**config.mk**
```make
export PLATFORM = sky130hd
export DESIGN_NAME = mc_core_ctrl
export DESIGN_NICKNAME = d
export VERILOG_FILES = /design/src/rtl/mc_core_pkg.sv /design/src/rtl/mc_mem_watchdog.sv /design/src/rtl/mc_core_ctrl.sv
export SDC_FILE = /design/constraint.sdc
export NUM_CORES = 1
export LEC_CHECK = 0
export ABC_AREA = 1
export BUFFER_PORTS_ARGS = -buffer_cell sky130_fd_sc_hd__buf_2
export CAP_MARGIN = 0
export CORE_MARGIN = 10
export CORE_UTILIZATION = 45
export DETAILED_ROUTE_END_ITERATION = 6
export PLACE_DENSITY = 0.82
export SLEW_MARGIN = 20
export SYNTH_ARGS = -nofsm -noshare
export SYNTH_HDL_FRONTEND = slang
export SYNTH_HIERARCHICAL = 1
export SYNTH_SLANG_ARGS = --single-unit
```
**constraint.sdc**
```tcl
create_clock -name clk -period 2.56 [get_ports clk]
set_clock_uncertainty 0.1 [all_clocks]
set_input_delay 0.256 -clock clk [delete_from_list [all_inputs] [get_ports clk]]
set_output_delay 0.256 -clock clk [all_outputs]
set_load 0.02 [all_outputs]
```
**src/rtl/mc_core_pkg.sv**
```systemverilog
// Shared types and encodings for the multicycle core sequencer.
// State values are fixed because state_o exposes them for debug.
package mc_core_pkg;

    typedef enum logic [3:0] {
        S_INIT   = 4'd0,
        S_FETCH  = 4'd1,
        S_DECODE = 4'd2,
        S_EXEC_R = 4'd3,
        S_EXEC_I = 4'd4,
        S_ADDR   = 4'd5,
        S_MEM_RD = 4'd6,
        S_MEM_WR = 4'd7,
        S_WB_ALU = 4'd8,
        S_WB_MEM = 4'd9,
        S_BRANCH = 4'd10,
        S_JAL    = 4'd11,
        S_LUI    = 4'd12,
        S_TRAP   = 4'd15
    } state_t;

    localparam logic [6:0] OP_R      = 7'b0110011;
    localparam logic [6:0] OP_I      = 7'b0010011;
    localparam logic [6:0] OP_LOAD   = 7'b0000011;
    localparam logic [6:0] OP_STORE  = 7'b0100011;
    localparam logic [6:0] OP_BRANCH = 7'b1100011;
    localparam logic [6:0] OP_JAL    = 7'b1101111;
    localparam logic [6:0] OP_LUI    = 7'b0110111;
    localparam logic [6:0] OP_SYSTEM = 7'b1110011;

    localparam logic [11:0] F12_EBREAK = 12'h001;

    localparam logic       ADDR_PC       = 1'b0;
    localparam logic       ADDR_ALUOUT   = 1'b1;
    localparam logic       PC_SRC_ALU    = 1'b0;
    localparam logic       PC_SRC_ALUOUT = 1'b1;

    localparam logic [1:0] ALU_A_PC    = 2'd0;
    localparam logic [1:0] ALU_A_RS1   = 2'd1;
    localparam logic [1:0] ALU_A_OLDPC = 2'd2;

    localparam logic [1:0] ALU_B_RS2  = 2'd0;
    localparam logic [1:0] ALU_B_FOUR = 2'd1;
    localparam logic [1:0] ALU_B_IMM  = 2'd2;

    localparam logic [1:0] ALU_OP_ADD   = 2'd0;
    localparam logic [1:0] ALU_OP_SUB   = 2'd1;
    localparam logic [1:0] ALU_OP_FUNCT = 2'd2;
    localparam logic [1:0] ALU_OP_PASSB = 2'd3;

    localparam logic [1:0] WB_ALUOUT = 2'd0;
    localparam logic [1:0] WB_MDR    = 2'd1;
    localparam logic [1:0] WB_PC     = 2'd2;

    localparam logic [1:0] TRAP_NONE    = 2'd0;
    localparam logic [1:0] TRAP_ILLEGAL = 2'd1;
    localparam logic [1:0] TRAP_TIMEOUT = 2'd2;
    localparam logic [1:0] TRAP_EBREAK  = 2'd3;

    function automatic logic is_wait_state(input state_t s);
        return s inside {S_FETCH, S_MEM_RD, S_MEM_WR};
    endfunction

endpackage

```
**src/rtl/mc_mem_watchdog.sv**
```systemverilog
// Counts unanswered memory-request cycles and flags a timeout on the
// last allowed cycle; a ready in that same cycle suppresses the flag.
module mc_mem_watchdog #(
    parameter int unsigned MEM_TIMEOUT = 15,
    parameter int unsigned CNT_W       = 8
) (
    input  logic clk_i,
    input  logic rst_i,
    input  logic clear_i,
    input  logic active_i,
    input  logic ready_i,
    output logic timeout_o
);

    localparam logic [CNT_W-1:0] LAST = CNT_W'(MEM_TIMEOUT - 1);

    logic [CNT_W-1:0] cnt_q, cnt_d;

    always_ff @(posedge clk_i) begin
        if (rst_i) begin
            cnt_q <= '0;
        end else begin
            cnt_q <= cnt_d;
        end
    end

    always_comb begin
        cnt_d = cnt_q;
        if (clear_i) begin
            cnt_d = '0;
        end else if (active_i && !ready_i) begin
            cnt_d = cnt_q + CNT_W'(1);
        end
    end

    assign timeout_o = active_i && !ready_i && (cnt_q == LAST);

endmodule

```
**src/rtl/mc_core_ctrl.sv**
```systemverilog
// Multicycle RV32I-subset sequencer: steps fetch/decode/execute/memory/
// writeback, drives datapath selects and parks in a sticky TRAP state.
module mc_core_ctrl
    import mc_core_pkg::*;
#(
    parameter int unsigned MEM_TIMEOUT = 15,
    parameter int unsigned CNT_W       = 8
) (
    input  logic        clk,
    input  logic        rst,
    input  logic [6:0]  opcode,
    input  logic [11:0] funct12,
    input  logic        zero,
    input  logic        mem_ready,
    output logic        mem_req,
    output logic        mem_we,
    output logic        addr_sel,
    output logic        ir_we,
    output logic        pc_we,
    output logic        pc_src,
    output logic [1:0]  alu_a,
    output logic [1:0]  alu_b,
    output logic [1:0]  alu_op,
    output logic        rf_we,
    output logic [1:0]  wb_sel,
    output logic        halt,
    output logic [1:0]  trap_cause,
    output logic [3:0]  state_o
);

    state_t     state_q, state_d;
    logic [1:0] cause_q, cause_d;
    logic       wd_clear, wd_active, wd_timeout;

    // Counter restarts whenever a wait state is freshly entered.
    assign wd_active = is_wait_state(state_q);
    assign wd_clear  = (state_d != state_q) && is_wait_state(state_d);

    mc_mem_watchdog #(
        .MEM_TIMEOUT(MEM_TIMEOUT),
        .CNT_W      (CNT_W)
    ) u_wd (
        .clk_i    (clk),
        .rst_i    (rst),
        .clear_i  (wd_clear),
        .active_i (wd_active),
        .ready_i  (mem_ready),
        .timeout_o(wd_timeout)
    );

    always_ff @(posedge clk) begin
        if (rst) begin
            state_q <= S_INIT;
            cause_q <= TRAP_NONE;
        end else begin
            state_q <= state_d;
            cause_q <= cause_d;
        end
    end

    always_comb begin
        state_d = state_q;
        cause_d = cause_q;
        case (state_q)
            S_INIT:   state_d = S_FETCH;
            S_FETCH: begin
                if (mem_ready) begin
                    state_d = S_DECODE;
                end else if (wd_timeout) begin
                    state_d = S_TRAP;
                    cause_d = TRAP_TIMEOUT;
                end
            end
            S_DECODE: begin
                case (opcode)
                    OP_R:               state_d = S_EXEC_R;
                    OP_I:               state_d = S_EXEC_I;
                    OP_LOAD, OP_STORE:  state_d = S_ADDR;
                    OP_BRANCH:          state_d = S_BRANCH;
                    OP_JAL:             state_d = S_JAL;
                    OP_LUI:             state_d = S_LUI;
                    OP_SYSTEM: begin
                        state_d = S_TRAP;
                        cause_d = (funct12 == F12_EBREAK) ? TRAP_EBREAK : TRAP_ILLEGAL;
                    end
                    default: begin
                        state_d = S_TRAP;
                        cause_d = TRAP_ILLEGAL;
                    end
                endcase
            end
            S_EXEC_R, S_EXEC_I, S_LUI: state_d = S_WB_ALU;
            S_ADDR:   state_d = (opcode == OP_STORE) ? S_MEM_WR : S_MEM_RD;
            S_MEM_RD: begin
                if (mem_ready) begin
                    state_d = S_WB_MEM;
                end else if (wd_timeout) begin
                    state_d = S_TRAP;
                    cause_d = TRAP_TIMEOUT;
                end
            end
            S_MEM_WR: begin
                if (mem_ready) begin
                    state_d = S_FETCH;
                end else if (wd_timeout) begin
                    state_d = S_TRAP;
                    cause_d = TRAP_TIMEOUT;
                end
            end
            S_WB_ALU, S_WB_MEM, S_BRANCH, S_JAL: state_d = S_FETCH;
            S_TRAP:   state_d = S_TRAP;
            default:  state_d = S_INIT;
        endcase
    end

    always_comb begin
        mem_req  = 1'b0;
        mem_we   = 1'b0;
        addr_sel = ADDR_PC;
        ir_we    = 1'b0;
        pc_we    = 1'b0;
        pc_src   = PC_SRC_ALU;
        alu_a    = ALU_A_PC;
        alu_b    = ALU_B_RS2;
        alu_op   = ALU_OP_ADD;
        rf_we    = 1'b0;
        wb_sel   = WB_ALUOUT;
        halt     = 1'b0;
        case (state_q)
            S_FETCH: begin
                mem_req = 1'b1;
                alu_b   = ALU_B_FOUR;
                ir_we   = mem_ready;
                pc_we   = mem_ready;
            end
            S_DECODE: begin
                alu_a = ALU_A_OLDPC;
                alu_b = ALU_B_IMM;
            end
            S_EXEC_R: begin
                alu_a  = ALU_A_RS1;
                alu_op = ALU_OP_FUNCT;
            end
            S_EXEC_I: begin
                alu_a  = ALU_A_RS1;
                alu_b  = ALU_B_IMM;
                alu_op = ALU_OP_FUNCT;
            end
            S_LUI: begin
                alu_b  = ALU_B_IMM;
                alu_op = ALU_OP_PASSB;
            end
            S_ADDR: begin
                alu_a = ALU_A_RS1;
                alu_b = ALU_B_IMM;
            end
            S_MEM_RD: begin
                mem_req  = 1'b1;
                addr_sel = ADDR_ALUOUT;
            end
            S_MEM_WR: begin
                mem_req  = 1'b1;
                mem_we   = 1'b1;
                addr_sel = ADDR_ALUOUT;
            end
            S_WB_ALU: rf_we = 1'b1;
            S_WB_MEM: begin
                rf_we  = 1'b1;
                wb_sel = WB_MDR;
            end
            S_BRANCH: begin
                alu_a  = ALU_A_RS1;
                alu_op = ALU_OP_SUB;
                pc_src = PC_SRC_ALUOUT;
                pc_we  = zero;
            end
            S_JAL: begin
                rf_we  = 1'b1;
                wb_sel = WB_PC;
                pc_we  = 1'b1;
                pc_src = PC_SRC_ALUOUT;
            end
            S_TRAP:  halt = 1'b1;
            default: ;
        endcase
    end

    assign trap_cause = cause_q;
    assign state_o    = state_q;

endmodule
```
After elaboration in Yosys (flattened, before gate mapping)

Cells that the tools add are included.

Flip-flop bits (word level): 14
Bits of input ports: 23
Word-level logic and storage cells: 79

$add $sub $neg: 1
Equal/unequal tests: 30
Multiplexer cells: 24
Reductions and logical operators: 21

Operator list:

| operator            | number |
|---|---|
| $pmux 4 s8          | 1 |
| $eq 4x3->1 const B  | 6 |
| $eq 4x4->1 const B  | 6 |
| $pmux 4 s6          | 1 |
| $eq 7x6->1 const B  | 3 |
| $eq 7x7->1 const B  | 3 |
| $pmux 2 s2          | 5 |
| $mux 4              | 4 |
| $eq 12x1->1 const B | 1 |
| $reduce_or 2->1     | 5 |
| $reduce_or 3->1     | 3 |
| $add 8x1->8 const B | 1 |
| $eq 4x1->1 const B  | 2 |
| $eq 4x2->1 const B  | 2 |
| $eq 8x4->1 const B  | 1 |
| $mux 1              | 8 |
| $reduce_or 4->1     | 2 |
| $eq 7x2->1 const B  | 1 |
| $eq 7x5->1 const B  | 1 |
| $reduce_or 7->1     | 1 |
| $mux 2              | 3 |
| $pmux 2 s3          | 1 |
| $reduce_bool 3->1   | 2 |
| $reduce_or 5->1     | 1 |
| 9 further kinds     | 12 |

Depth between registers and ports, before layout

Depth after elaboration: 11
Depth in mapped cells: 24

By module

Netlist, hierarchy kept.

By module, submodules not included:

| module          | instances | cells an instance | area an instance (um2) |
|---|---|---|---|
| mc_core_ctrl    | 1         | 169               | 845.8 |
| mc_mem_watchdog | 1         | 59                | 421.7 |

Worst setup path after synthesis

No wires, ideal clock.

Kind: register -> register
From: register state_q[2] (netlist: state_o[2])
To: register u_wd.cnt_q[2]
Setup time: 0.070 ns
Arrival time: 2.763 ns
Data required time: 2.390 ns
Slack: -0.373 ns
Cell stages (with the launch flop): 24
Path buffers: 1
Path through: dfxtp_1 > buf_6 > nand2_2 > nor2_2 > nor2_4 > inv_1 > nand2_1 > inv_2 > nand2_1 > nor3_1 > nor2_1 > nor2_1 > inv_1 > nor2_4 > nor2_2 > nand2_1 > nand2_1 > nand2_1 > nand2_1 > nor2_1 > nor2_1 > nor2_4 > o21ai_0 > a21oi_1

Cells in the longest elaborated chain, start to end: 11

Ends and longest elaborated chain:

| item                                            | line                                                        | source |
|---|---|---|
| from (decl)                                     | mc_core_ctrl.sv:31                                          | `state_t state_q, state_d;` |
| from (signal assigned)                          | mc_core_ctrl.sv:56                                          | `state_q <= state_d;` |
| $eq 4x1->1 / $eq 4x3->1 (equally long branches) | mc_core_pkg.sv:61                                           | `return s inside {S_FETCH, S_MEM_RD, S_MEM_WR};` |
| $reduce_bool 3->1 (*)                           | mc_core_pkg.sv:61                                           |  |
| named net wd_active                             | mc_core_ctrl.sv:33                                          | `logic wd_clear, wd_active, wd_timeout;` |
| $logic_and 1x1->1 (*) (2 in a row)              | mc_mem_watchdog.sv:36                                       | `assign timeout_o = active_i && !ready_i && (cnt_q == LAST);` |
| named net wd_timeout                            | mc_core_ctrl.sv:33                                          |  |
| $mux 4 (*)                                      | mc_core_ctrl.sv:69, mc_core_ctrl.sv:97, mc_core_ctrl.sv:105 |  |
| $mux 4 (on tied branches)                       | mc_core_ctrl.sv:103, mc_core_ctrl.sv:67, mc_core_ctrl.sv:95 |  |
| $pmux 4 s8 (*)                                  | mc_core_ctrl.sv:64                                          | `case (state_q)` |
| $eq 4x1->1 / $eq 4x3->1 (equally long branches) | mc_core_pkg.sv:61                                           |  |
| $reduce_bool 3->1                               | mc_core_pkg.sv:61                                           |  |
| $logic_and 1x1->1 (*)                           | mc_core_ctrl.sv:37                                          | `assign wd_clear = (state_d != state_q) && is_wait_state(state_d);` |
| named net wd_clear                              | mc_core_ctrl.sv:33                                          |  |
| $reduce_or 2->1 (no line) (*)                   | -                                                           |  |
| to (signal assigned)                            | mc_mem_watchdog.sv:23                                       | `cnt_q <= cnt_d;` |
| to (decl)                                       | mc_mem_watchdog.sv:17                                       | `logic [CNT_W-1:0] cnt_q, cnt_d;` |

Mark *: on every way through the listed nets, which the timed path passes. The rest lies on a longest branch.
A chain may end at the register's enable or synchronous reset.

Worst setup path in the final report

From: register state_q[1] (netlist: state_o[1])
To: register u_wd.cnt_q[1]

Same word-level chain as after synthesis.

==> results.txt <==
status: complete, but fails checks
Worst Path Max Fanout: 8
min Tclk post-route: 2570 ps
drt drc: 0
Hold Vio Cnt, Final: 0
Hold-fix buffers, CTS: 0
Post-DP Area: 0.00163 sq mm
Hold Worst Slack: 161 ps
Worst Hold Class: in -> reg
Mapped Cells: 228
Ys Warns: 6
Avg Vias per Cell: 4.92
synthesis-to-layout area growth: 38.3%
Die X: 73.1 um
CTS root buf: clkbuf_4
vias in the first global route: 1488
post-synthesis sequential area ratio: 22.1%
CTS H-tree lvls: 1
Slew headroom: 75.7%
RSZ-0062 raised after global routing: yes
CTS tree: yes
Slew @ Worst Pin: 362 ps
worst setup margin: -5.53 ps
largest net degree at the start of global routing: 9
failing checks: setup timing
CTS buffer count: 3
DIE AREA: 0.00534 sq mm
Via Count: 1594
number of max-cap violations: 0
final setup violation count: 1
IO Port Bufs: 44
fraction of layout cells with a size suffix above 1: 35.2%
WL per Instance: 12.2 um
initial antenna violation count: 0
Final Instance Area: 0.00175 sq mm
Die H: 73.1 um
Pleak: 0.971 nW
FMAX: 390 MHz
synth unique cells: 22
worst skew pair latency: 270 ps
Top Ports: 45
crit end category: flop
CP required: 2670 ps
grt ovf: 0
DP HPWL: 3110 um
CP Class: reg -> reg
area of the core: 0.00273 sq mm
Power Density: 816 mW/mm^2
crit path DAT: 2670 ps
Syn Area/Cell: 5.56 sq um
Clock transition at path regs: 80 ps
gr usage total: 13.8%
Starting Density: 46.4%
Ant. Diodes: 0
drt first pass iters: 4
CTS Sinks: 14
# nets final: 319
Pins Over Slew Limit: 0
num rows: 19
Peak supply drop: 627 uV
fin crit share: 100%
Worst setup SP type: flop
Synth Net Count: 253
Routed WL: 3950 um
first-pass GRT wire length: 6150 um
DR iter-0 viols: 154
DRT antenna net count: 0
Yosys reg bits: 14
clock buffer depth: 2
overall power: 1.43 mW
Post-Syn Area: 0.00127 sq mm
GP Congestion: 1.01
-- flip-flops by register name (all words and copies together) (netlist names) --
register	cells
state_o	4
trap_cause	2
u_wd/cnt_q	8
-- area by class of cell --
cell class	instances	area, sq um
fillers	248	981
repair buffers	62	355
clock buffers	4	26.3
well taps	31	38.8
multi-input cells	177	902
inverters	36	143
flip-flops and latches	14	288
-- critical path, cell delays in order (launching register included) --
cell     delay [ps]
dfxtp_2         340
inv_4            90
nand2_4          60
nor2_4          140
nor2_4           50
inv_2            50
nand2_2          50
inv_2            60
nand2_2          50
nor3_4          240
nor2_2           60
nor2_2          140
inv_2            60
nor2_4          150
nor2_2           60
nand2_2          70
nand2_1          50
nand2_1          50
nand2_1          50
nor2_1          120
nor2_2           60
nor2_4          180
o21ai_1         100
a21oi_1         120
-- per-stage QoR --
step	setup WS [ps]	utilization (%)	instances	TNS (ps)
CTS	9.47	60.8	317	0
finish	-5.53	64.1	324	-5.53
detailed placement	-71.2	59.5	313	-346
global route	-266	64.1	324	-1620
global placement	39.9	59.5	313	0
floorplan	-87.4	-	228	-521
-- synth_stat cells --
| cell | instances | share of area [%] |
|---|---|---|
| a21oi_1 | 9 | 3.6 |
| a31oi_1 | 1 | 0.49 |
| buf_6 | 1 | 0.89 |
| dfxtp_1 | 14 | 22 |
| ha_1 | 2 | 2.0 |
| inv_1 | 31 | 9.2 |
| inv_2 | 5 | 1.5 |
| nand2_1 | 67 | 20 |
| nand2_2 | 4 | 2.0 |
| nand3_1 | 20 | 7.9 |
| nand3_2 | 2 | 1.6 |
| nand4_1 | 4 | 2.0 |
| nor2_1 | 45 | 13 |
| nor2_2 | 3 | 1.5 |
| nor2_4 | 7 | 6.2 |
| nor3_1 | 3 | 1.2 |
| nor4_1 | 2 | 0.99 |
| o2111ai_1 | 1 | 0.69 |
| o21ai_0 | 3 | 1.2 |
| o21ai_1 | 2 | 0.79 |
| o21bai_1 | 1 | 0.59 |
| o31ai_1 | 1 | 0.59 |
-- logic make-up after synthesis --
family / share of synthesized area [%]
DFF: 22.1
buffers and inverters: 11.5
and+or+nand+nor: 56.5
AOI/OAI and AO/OA: 7.90
adders and majority gates: 1.97
-- power breakdown --
group / total [mW] / switching [mW] / leakage (nW) / internal [mW]
logic: 1.01 / 0.628 / 0.840 / 0.380
clock network: 0.126 / 0.0658 / 0.0150 / 0.0603
registers: 0.296 / 0.0355 / 0.116 / 0.260
total: 1.43 / 0.730 / 0.971 / 0.701
-- timing repair --
item	in CTS	in global routing
gates resized for setup	2	13
pin swaps	3	11
setup endpoints to repair	8	8
buffers inserted	0	7
-- path summary, 6_finish.rpt --
| kind | start | endpoint | slack, ps | cells after the start |
|---|---|---|---|---|
| worst max-delay path | state_o[1] | u_wd/cnt_q[1] | -6 | 23 |
| worst min-delay path | rst | state_o[3] | 160 | 2 |
| worst max register to register | state_o[1] | u_wd/cnt_q[1] | -6 | 23 |
| worst min register to register | trap_cause[0] | trap_cause[0] | 390 | 2 |
-- cells in the final DEF, fill, tap and decap left out, types with 3 or more instances in the layout --
| cell type | n |
|---|---|
| nand2_1 | 61 |
| buf_2 | 44 |
| nor2_1 | 41 |
| inv_1 | 29 |
| nand3_1 | 20 |
| buf_4 | 18 |
| dfxtp_1 | 10 |
| nor2_4 | 9 |
| a21oi_1 | 9 |
| nand2_2 | 7 |
| nor2_2 | 5 |
| inv_2 | 4 |
| nand4_1 | 4 |
| inv_4 | 3 |
| nand2_4 | 3 |
| o21ai_1 | 3 |
| clkbuf_4 | 3 |
| dfxtp_2 | 3 |
-- per-layer routing --
| metal | routed length [um] | vias to the layer above | global-route usage (%) |
|---|---|---|---|
| li1 | - | 847 | - |
| met1 | 1640 | 693 | 15.0 |
| met2 | 1960 | 46 | 24.3 |
| met3 | 289 | 8 | 2.72 |
| met5 | 0 | - | 0 |
| met4 | 60 | 0 | 7.17 |
No activity file was read; power rests on OpenSTA's default activity.
